--- src/rtl/dmem_bridge_if.sv ---
// Core-side data port of the data-memory bridge.
// The core (master) issues word reads and byte-lane writes; the bridge
// (slave) returns read data, a stall handshake and a protocol-error pulse.
interface dmem_bridge_if #(
   parameter int ADDR_W = 16
);
   logic [ADDR_W-1:0] Address;
   logic              ReadEn;
   logic              WriteEn;
   logic              WriteL;
   logic              WriteR;
   logic [31:0]       WriteData;
   logic [31:0]       ReadData;
   logic              nStall;
   logic              ProtErr;

   modport master (
      output Address, ReadEn, WriteEn, WriteL, WriteR, WriteData,
      input  ReadData, nStall, ProtErr
   );

   modport slave (
      input  Address, ReadEn, WriteEn, WriteL, WriteR, WriteData,
      output ReadData, nStall, ProtErr
   );
endinterface

--- src/rtl/dmem_bridge.sv ---
// Data-memory responder: turns 32-bit big-endian core accesses into two
// halfword accesses on a 16-bit synchronous SRAM, builds SWL/SWR byte lanes
// and holds the core with nStall until the access has finished.
module dmem_bridge #(
   parameter int ADDR_W = 16
) (
   input  logic              Clock,
   input  logic              nReset,
   dmem_bridge_if.slave      bus,
   output logic [ADDR_W-2:0] o_SramAddr,
   output logic              o_SramEn,
   output logic              o_SramWe,
   output logic [1:0]        o_SramBe,
   output logic [15:0]       o_SramWData,
   input  logic [15:0]       i_SramRData
);

   typedef enum logic [2:0] {
      IDLE,
      RD_HI,
      RD_LO,
      RD_WAIT,
      WR_HI,
      WR_LO,
      DONE
   } state_t;

   state_t            r_State;
   logic [ADDR_W-3:0] r_WordAddr;
   logic [1:0]        r_LoBe;
   logic [15:0]       r_LoData;
   logic [31:0]       r_ReadData;
   logic              r_ProtErr;
   logic [ADDR_W-2:0] r_SramAddr;
   logic              r_SramEn;
   logic              r_SramWe;
   logic [1:0]        r_SramBe;
   logic [15:0]       r_SramWData;

   logic [1:0]        w_Offset;
   logic [1:0]        w_ShiftR;
   logic              w_ModeL;
   logic              w_ModeR;
   logic [ADDR_W-3:0] w_WordAddr;
   logic [3:0]        w_ByteEn;
   logic [31:0]       w_LaneData;
   logic [31:0]       w_MaskedData;
   logic              w_ProtErr;
   logic              w_nStall;

   assign w_Offset   = bus.Address[1:0];
   assign w_ShiftR   = 2'd3 - w_Offset;
   assign w_WordAddr = bus.Address[ADDR_W-1:2];
   assign w_ModeL    = bus.WriteL & ~bus.WriteR;
   assign w_ModeR    = bus.WriteR & ~bus.WriteL;

   // Illegal request combinations; both qualifiers together or a misaligned
   // plain store degrade to an aligned full-word write, stray qualifiers
   // without WriteEn are dropped.
   assign w_ProtErr = (bus.ReadEn & bus.WriteEn)
                    | (bus.WriteEn & ~bus.WriteL & ~bus.WriteR & (w_Offset != 2'd0))
                    | (bus.WriteEn & bus.WriteL & bus.WriteR)
                    | (~bus.WriteEn & (bus.WriteL | bus.WriteR));

   // Byte-lane steering: bit 3 of w_ByteEn / bits [31:24] of the lane word
   // are memory byte 0 of the aligned word. SWL shifts the store right by
   // the offset, SWR shifts it left so its last byte lands on the offset.
   always_comb begin
      w_ByteEn     = 4'b1111;
      w_LaneData   = bus.WriteData;
      w_MaskedData = 32'd0;
      if (w_ModeL) begin
         w_ByteEn   = 4'b1111 >> w_Offset;
         w_LaneData = bus.WriteData >> {w_Offset, 3'b000};
      end else if (w_ModeR) begin
         w_ByteEn   = 4'b1111 << w_ShiftR;
         w_LaneData = bus.WriteData << {w_ShiftR, 3'b000};
      end
      for (int i = 0; i < 4; i++) begin
         w_MaskedData[8*i +: 8] = w_ByteEn[i] ? w_LaneData[8*i +: 8] : 8'd0;
      end
   end

   // Core hold: stalled through every access state and already in the
   // request cycle itself; reset always releases the core.
   always_comb begin
      w_nStall = 1'b1;
      if (nReset) begin
         w_nStall = 1'b1;
      end else begin
         case (r_State)
            RD_HI, RD_LO, RD_WAIT, WR_HI, WR_LO: w_nStall = 1'b0;
            IDLE:    w_nStall = ~(bus.ReadEn | bus.WriteEn);
            default: w_nStall = 1'b1;
         endcase
      end
   end

   // Access sequencer: issues the high then low halfword strobe, assembles
   // read data one cycle behind each read strobe, and pulses ProtErr.
   always_ff @(posedge Clock) begin
      if (nReset) begin
         r_State     <= IDLE;
         r_WordAddr  <= '0;
         r_LoBe      <= 2'b00;
         r_LoData    <= 16'd0;
         r_ReadData  <= 32'd0;
         r_ProtErr   <= 1'b0;
         r_SramAddr  <= '0;
         r_SramEn    <= 1'b0;
         r_SramWe    <= 1'b0;
         r_SramBe    <= 2'b00;
         r_SramWData <= 16'd0;
      end else begin
         r_ProtErr <= 1'b0;
         case (r_State)
            IDLE: begin
               r_ProtErr  <= w_ProtErr;
               r_WordAddr <= w_WordAddr;
               if (bus.WriteEn) begin
                  r_State     <= WR_HI;
                  r_SramEn    <= 1'b1;
                  r_SramWe    <= 1'b1;
                  r_SramAddr  <= {w_WordAddr, 1'b0};
                  r_SramBe    <= w_ByteEn[3:2];
                  r_SramWData <= w_MaskedData[31:16];
                  r_LoBe      <= w_ByteEn[1:0];
                  r_LoData    <= w_MaskedData[15:0];
               end else if (bus.ReadEn) begin
                  r_State     <= RD_HI;
                  r_SramEn    <= 1'b1;
                  r_SramWe    <= 1'b0;
                  r_SramAddr  <= {w_WordAddr, 1'b0};
                  r_SramBe    <= 2'b11;
                  r_SramWData <= 16'd0;
               end
            end
            RD_HI: begin
               r_State    <= RD_LO;
               r_SramAddr <= {r_WordAddr, 1'b1};
            end
            RD_LO: begin
               r_State            <= RD_WAIT;
               r_ReadData[31:16]  <= i_SramRData;
               r_SramEn           <= 1'b0;
               r_SramBe           <= 2'b00;
            end
            RD_WAIT: begin
               r_State           <= DONE;
               r_ReadData[15:0]  <= i_SramRData;
            end
            WR_HI: begin
               r_State     <= WR_LO;
               r_SramAddr  <= {r_WordAddr, 1'b1};
               r_SramBe    <= r_LoBe;
               r_SramWData <= r_LoData;
            end
            WR_LO: begin
               r_State     <= DONE;
               r_SramEn    <= 1'b0;
               r_SramWe    <= 1'b0;
               r_SramBe    <= 2'b00;
               r_SramWData <= 16'd0;
            end
            DONE: begin
               r_State <= IDLE;
            end
            default: begin
               r_State <= IDLE;
            end
         endcase
      end
   end

   assign bus.ReadData = r_ReadData;
   assign bus.nStall   = w_nStall;
   assign bus.ProtErr  = r_ProtErr;
   assign o_SramAddr   = r_SramAddr;
   assign o_SramEn     = r_SramEn;
   assign o_SramWe     = r_SramWe;
   assign o_SramBe     = r_SramBe;
   assign o_SramWData  = r_SramWData;

endmodule

--- src/flat_wrapper.sv ---
// flat-port wrapper written by rule: the top's interface ports become plain ports
module dmem_bridge_flat 
#(
   parameter int ADDR_W = 16
)
  (Clock, nReset, o_SramAddr, o_SramEn, o_SramWe, o_SramBe, o_SramWData, i_SramRData, bus_Address, bus_ReadEn, bus_WriteEn, bus_WriteL, bus_WriteR, bus_WriteData, bus_ReadData, bus_nStall, bus_ProtErr);
  dmem_bridge_if #(.ADDR_W(ADDR_W)) bus_i ();
  input  logic Clock;
  input  logic nReset;
  output logic [ADDR_W-2:0] o_SramAddr;
  output logic o_SramEn;
  output logic o_SramWe;
  output logic [1:0] o_SramBe;
  output logic [15:0] o_SramWData;
  input  logic [15:0] i_SramRData;
  input wire logic [$bits(bus_i.Address)-1:0] bus_Address;
  input wire logic [$bits(bus_i.ReadEn)-1:0] bus_ReadEn;
  input wire logic [$bits(bus_i.WriteEn)-1:0] bus_WriteEn;
  input wire logic [$bits(bus_i.WriteL)-1:0] bus_WriteL;
  input wire logic [$bits(bus_i.WriteR)-1:0] bus_WriteR;
  input wire logic [$bits(bus_i.WriteData)-1:0] bus_WriteData;
  output wire logic [$bits(bus_i.ReadData)-1:0] bus_ReadData;
  output wire logic [$bits(bus_i.nStall)-1:0] bus_nStall;
  output wire logic [$bits(bus_i.ProtErr)-1:0] bus_ProtErr;
  assign bus_i.Address = bus_Address;
  assign bus_i.ReadEn = bus_ReadEn;
  assign bus_i.WriteEn = bus_WriteEn;
  assign bus_i.WriteL = bus_WriteL;
  assign bus_i.WriteR = bus_WriteR;
  assign bus_i.WriteData = bus_WriteData;
  assign bus_ReadData = bus_i.ReadData;
  assign bus_nStall = bus_i.nStall;
  assign bus_ProtErr = bus_i.ProtErr;
  dmem_bridge #(.ADDR_W(ADDR_W)) u_core (.Clock(Clock), .nReset(nReset), .bus(bus_i), .o_SramAddr(o_SramAddr), .o_SramEn(o_SramEn), .o_SramWe(o_SramWe), .o_SramBe(o_SramBe), .o_SramWData(o_SramWData), .i_SramRData(i_SramRData));
endmodule
--- config.mk ---
export PLATFORM = sky130hd
export DESIGN_NAME = dmem_bridge_flat
export DESIGN_NICKNAME = d
export VERILOG_FILES = /design/src/rtl/dmem_bridge_if.sv /design/src/rtl/dmem_bridge.sv /design/src/flat_wrapper.sv
export SDC_FILE = /design/constraint.sdc
export NUM_CORES = 1
export LEC_CHECK = 0
export CORE_ASPECT_RATIO = 1.4
export CORE_MARGIN = 1
export CORE_UTILIZATION = 53
export CTS_BUF_LIST = sky130_fd_sc_hd__clkbuf_16
export DETAILED_ROUTE_END_ITERATION = 7
export PLACE_DENSITY = 0.93
export SLEW_MARGIN = 5
export SYNTH_ARGS = -nofsm -noshare
export SYNTH_HDL_FRONTEND = slang
export SYNTH_SLANG_ARGS = --single-unit
--- constraint.sdc ---
create_clock -name Clock -period 4.75 [get_ports Clock]
set_clock_uncertainty 0.15 [all_clocks]
set_input_delay 0.475 -clock Clock [delete_from_list [all_inputs] [get_ports Clock]]
set_output_delay 0.475 -clock Clock [all_outputs]
set_load 0.005 [all_outputs]
==> results.sh <==
export IMPL_ir_drop_mv=0.181
export IMPL_core_area_sq_um=9560
export IMPL_insertedDiodeCount=0
export IMPL_first_global_vias=5399
export IMPL_overflow=0
export IMPL_htreeDepth=3
export IMPL_ant_nets=0
export IMPL_critPathMaxStageDelay_ns=0.94
export IMPL_path_cells="nor3_1 > a221o_1 > clkdlybuf4s50_1"
export IMPL_dp_hpwl_microns=12200
export IMPL_ys_types=56
export IMPL_crit_arrival_ns=2.34
export IMPL_layout_common_cells="nand2_1 (144), clkdlybuf4s50_1 (136), dfxtp_1 (103)"
export IMPL_nets=814
export IMPL_async_flop_share=0
export IMPL_cap_violations=0
export IMPL_clk_latency_ns=0.35
export IMPL_clk_pin_slew_ns=0.07
export IMPL_setup_viol=0
export IMPL_cts_buffers=9
export IMPL_crit_type="reg2out"
export IMPL_antenna_found_initial=0
export IMPL_rows=42
export IMPL_worst_pin_slew_ns=1.21
export IMPL_syn_cell_area_sq_um=5280
export IMPL_root_buffer="clkbuf_16"
export IMPL_synth_seq_cells=103
export IMPL_status="finished clean"
export IMPL_fin_crit_sh=0.624
export IMPL_hp_class="reg2reg"
export IMPL_critPathRequiredTime_ns=4.12
export IMPL_avgSynthCellArea_sq_um=8.17
export IMPL_worst_slack_ns=1.78
export IMPL_yosysTopAreaCellShare=0.391
export IMPL_synthCells=646
export IMPL_dieWidth_microns=86.3
export IMPL_ys_warn_count=0
export IMPL_grt_pass1_wl_microns=26400
export IMPL_gp_congestion=1.03
export IMPL_cts_setup_buffers=0
export IMPL_viasPerCell=6.15
export IMPL_r2r_slack_ns=1.96
export IMPL_finalHoldViolations=0
export IMPL_powerDensity_nw_per_um2=384
export IMPL_rsz0062_at_grt="false"
export IMPL_dp_slack_ns=1.79
export IMPL_first_iter_violations=380
export IMPL_grtUsageTotal=0.332
export IMPL_final_common_cell="nand2_1"
export IMPL_cts_sinks=103
export IMPL_dr_pass1_iters=5
export IMPL_dieArea_sq_um=10400
export IMPL_cp_slowest_cell="dfxtp_1"
export IMPL_start_kind="flop"
export IMPL_synthToLayoutAreaGrowth_pct=30.5
export IMPL_finalWirelength_microns=16800
export IMPL_fmax_mhz=337
export IMPL_vias=5418
export IMPL_routedWlPerCell_microns=19.1
export IMPL_grt_max_degree=62
export IMPL_cts_path_max_buffers=2
export IMPL_synth_top_cell_by_area="dfxtp_1"
export IMPL_fin_tns_setup_ns=0
export IMPL_synth_ff_type="dfxtp_1"
export IMPL_final_max_slew_viol_count=0
export IMPL_tritoncts="done"
export IMPL_start_util=0.552
export IMPL_synth_area_leaders="dfxtp_1 (39%), nand2_1 (10%), a21oi_1 (6.1%), mux2i_1 (4.0%), nor2_1 (3.3%)"
export IMPL_drc=0
export IMPL_cts_hold_buf=0
export IMPL_power_leakage_nw=2.46
export IMPL_cts_resized=0
export IMPL_crit_path_end_kind="output pin"
export IMPL_ys_seq_area_frac=0.391
export IMPL_synth_edf_count=0
export IMPL_fin_crit_ns=2.97
export IMPL_relSlewSlack=0.193
export IMPL_drive_gt1_frac=0.0694
export IMPL_ioPinCount=139
export IMPL_chipHeight_microns=120
export IMPL_numPortBuffers=138
export IMPL_syn_nets=716
export IMPL_crit_fanout=25
## cell families after synthesis
group                      Yosys count  synth area share
and+or+nand+nor                    234             0.194
DFF                                103             0.391
xor gates and xnor gates             1           0.00166
muxes                               36            0.0868
buffers and inverters               62            0.0543
adders and majority gates            8            0.0152
AOI/OAI and AO/OA                  202             0.257
## sequential cells by signal, summed over array words and instances, names as in the netlist
register	flops
u_core.bus.ProtErr	1
u_core.o_SramAddr	15
u_core.o_SramEn	1
u_core.o_SramWData	16
u_core.r_LoBe	2
u_core.o_SramWe	1
u_core.r_LoData	16
u_core.o_SramBe	2
u_core.bus.ReadData	32
u_core.r_WordAddr	14
u_core.r_State	3
## area by class of cell
type                            count  area [sq um]
Multi-Input combinational cell    481          2930
Fill cell                         749          2680
Timing Repair Buffer              145          1420
Inverter                            4          15.0
Clock inverter                      7          63.8
Clock buffer                        9           225
Sequential cell                   103          2060
Tap cell                          132           165
## report_power, final
group	internal (mW)	switching, mW	leakage (nW)
sequential	0.995	0.0933	0.844
combinational	0.388	0.438	1.46
clock	0.406	0.324	0.150
total	1.79	0.854	2.46
## metrics by stage
| stage | hold slack [ns] | instance area (sq um) | std cells | power (mW) | util |
|---|---|---|---|---|---|
| after floorplan | 0.276 | 5280 | 646 | 1.56 | - |
| after global placement | 0.287 | 6590 | 865 | 1.89 | 0.689 |
| after detailed placement | 0.293 | 6590 | 865 | 1.92 | 0.689 |
| after CTS | 0.303 | 6880 | 881 | 2.64 | 0.720 |
| after global routing | 0.328 | 6880 | 881 | 2.77 | 0.720 |
| final | 0.300 | 6880 | 881 | 2.64 | 0.720 |
## cell usage after synthesis, drive strengths merged, types with 5 or more instances
library cell,count
nand2b,5
o31ai,9
a211oi,11
a22oi,7
nand2,144
a311oi,14
a21oi,71
mux2,8
nor3,13
mux4,7
mux2i,21
maj3,8
a21boi,7
nor2,48
buf,25
o211ai,7
a22o,8
clkbuf,33
a31oi,8
or3,5
dfxtp,103
nor4bb,7
o21ai,21
a21o,22
a221oi,8
## per-layer routing
metal,wire (microns),GRT usage
met5,0,0
met4,973,0.195
met3,1010,0.0605
met2,8710,0.592
met1,6110,0.359
## worst paths after layout
check | startpoint | to | depth (start not counted)
hold reg to reg | u_core.r_LoData[4] | u_core.r_LoData[4] | 2
hold / removal | u_core.r_LoData[4] | u_core.r_LoData[4] | 2
setup reg to reg | u_core.r_State[1] | u_core.o_SramAddr[5] | 4
setup / recovery | u_core.r_State[1] | bus_nStall | 3
## worst max-delay path: cells and delay by family, from the launching register on
family / cells / cell delay (ns)
buffers and inverters: 1 / 0.48
and+or+nand+nor: 1 / 0.18
AOI/OAI and AO/OA: 1 / 0.40
DFF: 1 / 0.94
(Power assumes the default switching activity.)
==> edit: new RTL, config.mk and constraints unchanged <==
`ADDR_W` is set to 16 in 3 places; all go to 15.
--- a/src/rtl/dmem_bridge_if.sv
+++ b/src/rtl/dmem_bridge_if.sv
@@ -2,7 +2,7 @@
 // The core (master) issues word reads and byte-lane writes; the bridge
 // (slave) returns read data, a stall handshake and a protocol-error pulse.
 interface dmem_bridge_if #(
-   parameter int ADDR_W = 16
+   parameter int ADDR_W = 15
 );
    logic [ADDR_W-1:0] Address;
    logic              ReadEn;
--- a/src/rtl/dmem_bridge.sv
+++ b/src/rtl/dmem_bridge.sv
@@ -2,7 +2,7 @@
 // halfword accesses on a 16-bit synchronous SRAM, builds SWL/SWR byte lanes
 // and holds the core with nStall until the access has finished.
 module dmem_bridge #(
-   parameter int ADDR_W = 16
+   parameter int ADDR_W = 15
 ) (
    input  logic              Clock,
    input  logic              nReset,
--- a/src/flat_wrapper.sv
+++ b/src/flat_wrapper.sv
@@ -1,7 +1,7 @@
 // flat-port wrapper written by rule: the top's interface ports become plain ports
 module dmem_bridge_flat 
 #(
-   parameter int ADDR_W = 16
+   parameter int ADDR_W = 15
 )
   (Clock, nReset, o_SramAddr, o_SramEn, o_SramWe, o_SramBe, o_SramWData, i_SramRData, bus_Address, bus_ReadEn, bus_WriteEn, bus_WriteL, bus_WriteR, bus_WriteData, bus_ReadData, bus_nStall, bus_ProtErr);
   dmem_bridge_if #(.ADDR_W(ADDR_W)) bus_i ();
Ports: changed (resized bus_Address and o_SramAddr); port bits go from 139 to 137. No check against the original RTL was run, so the function may have changed too.
==> edit against the original RTL <==
Routed wire length is 11% higher; synthesized area is 5.9% higher; die area rose by 5.8%; sequential cell count fell by 2; total power is 2.5% lower; final area increased by 4.5%; worst setup slack worse by 0.14 ns.
==> edit: results (changes against the original RTL) <==
| Metric | Value |
|---|---|
| Outcome | `finished clean (unchanged)` |
| Synth Area in Adders | `0.0143 (was 0.0152)` |
| Critical path arrival | `2.48 ns (was 2.34 ns)` |
| Worst Hold Class | `reg -> reg (unchanged)` |
| First DRT Iteration DRCs | `486 (was 380)` |
| Critical R2R Capture | `u_core.o_SramAddr[6]$_SDFFE_PP0P_ (was u_core.o_SramAddr[5]$_SDFFE_PP0P_)` |
| Initial antenna violation count | `0 (unchanged)` |
| Synth area leaders | `dfxtp_1 (36%), nand2_1 (11%), a21oi_1 (8.5%) (was dfxtp_1 (39%), nand2_1 (10%), a21oi_1 (6.1%))` |
| CP max-delay cell | `nor3_1 (was dfxtp_1)` |
| IO Port Bufs | `136 (was 138)` |
| Die width | `88.8 um (was 86.3 um)` |
| Non-clk buf share | `0.196 (was 0.207)` |
| Multi-input logic area | `3200 um2 (was 2930 um2)` |
| TritonCTS sink count | `101 (was 103)` |
| Maximum cell stage delay along the critical path | `0.75 ns (was 0.94 ns)` |
| Vias after detailed routing | `6166 (was 5418)` |
| Top delay family on crit path | `simple AND/OR/NAND/NOR gates (was flip-flops)` |
| VDD IR max | `0.165 mV (was 0.181 mV)` |
| Worst slew pin tran | `1.31 ns (was 1.21 ns)` |
| Endpoint, Worst Hold | `u_core.bus.ReadData[10]$_SDFFE_PP0N_ (was u_core.r_LoData[4]$_SDFFE_PP0P_)` |
| Fillers | `814 (was 749)` |
| Clock network area share | `0.0451 (was 0.0420)` |
| Mux contribution to synthesized area | `0.0287 (was 0.0868)` |
| Hpwl dp | `13100 um (was 12200 um)` |
| HP Start | `u_core.bus.ReadData[10]$_SDFFE_PP0N_ (was u_core.r_LoData[4]$_SDFFE_PP0P_)` |
| Leak | `2.60 nW (was 2.46 nW)` |
| Multi-input gates | `550 (was 481)` |
| Pin count of the biggest net entering global routing | `82 (was 62)` |
| Fraction of layout cells with a size suffix above 1 | `0.0458 (was 0.0694)` |
| Reg power frac | `0.401 (was 0.412)` |
| Synth unique cells | `63 (was 56)` |
| Bufs w/o clock | `144 (was 145)` |
| Min Hold Slack | `0.307 ns (was 0.300 ns)` |
| Vias in the first global route | `5767 (was 5399)` |
| CP Max Fanout | `24 (was 25)` |
| Compound-Gate Fraction of Synth Area | `0.304 (was 0.257)` |
| FF+latch area | `2020 um2 (was 2060 um2)` |
| Reg2reg path depth | `5 (was 4)` |
| Logic pwr share | `0.289 (was 0.312)` |
| Syn_nets | `803 (was 716)` |
| Gpl congestion | `0.995 (was 1.03)` |
| Total GRT Usage | `0.347 (was 0.332)` |
| Register area share after synthesis | `0.362 (was 0.391)` |
| Signal inverters | `18 (was 4)` |
| Net count, final | `893 (was 814)` |
| Sw Ratio | `0.317 (was 0.323)` |
| Detailed Route WL | `18600 um (was 16800 um)` |
| Synth cell count leaders | `nand2_1 (168), dfxtp_1 (101), a21oi_1 (95) (was nand2_1 (144), dfxtp_1 (103), a21oi_1 (64))` |
| R2r setup slk | `1.88 ns (was 1.96 ns)` |
| First-pass GRT wire length | `28800 um (was 26400 um)` |
[edit: cell types whose count changed after synthesis, moves of 8 or more]
| cell | delta |
|---|---|
| o221ai_1 | +14 |
| a21o_1 | -13 |
| nand2_1 | +24 |
| o21ai_0 | +8 |
| nor2b_1 | +9 |
| inv_1 | +16 |
| mux2_2 | -8 |
| o21a_1 | +8 |
| a21oi_1 | +31 |
[edit: per-layer routing]
layer,vias to the layer above,wire length [um],global-route usage
li1,2807,-,-
met1,2890,6860,0.397
met2,375,9070,0.580
met3,94,1530,0.0621
met4,0,1170,0.235
met5,-,0,0
[edit: per-stage QoR]
step,worst slack [ns],power [W],instances,instance area [um2]
after global routing,1.47,0.00269,967,7190
after global placement,1.64,0.00175,951,6870
final,1.65,0.00258,967,7190
after floorplan,2.80,0.00145,734,5590
after CTS,1.68,0.00257,967,7190
after detailed placement,1.56,0.00178,951,6870
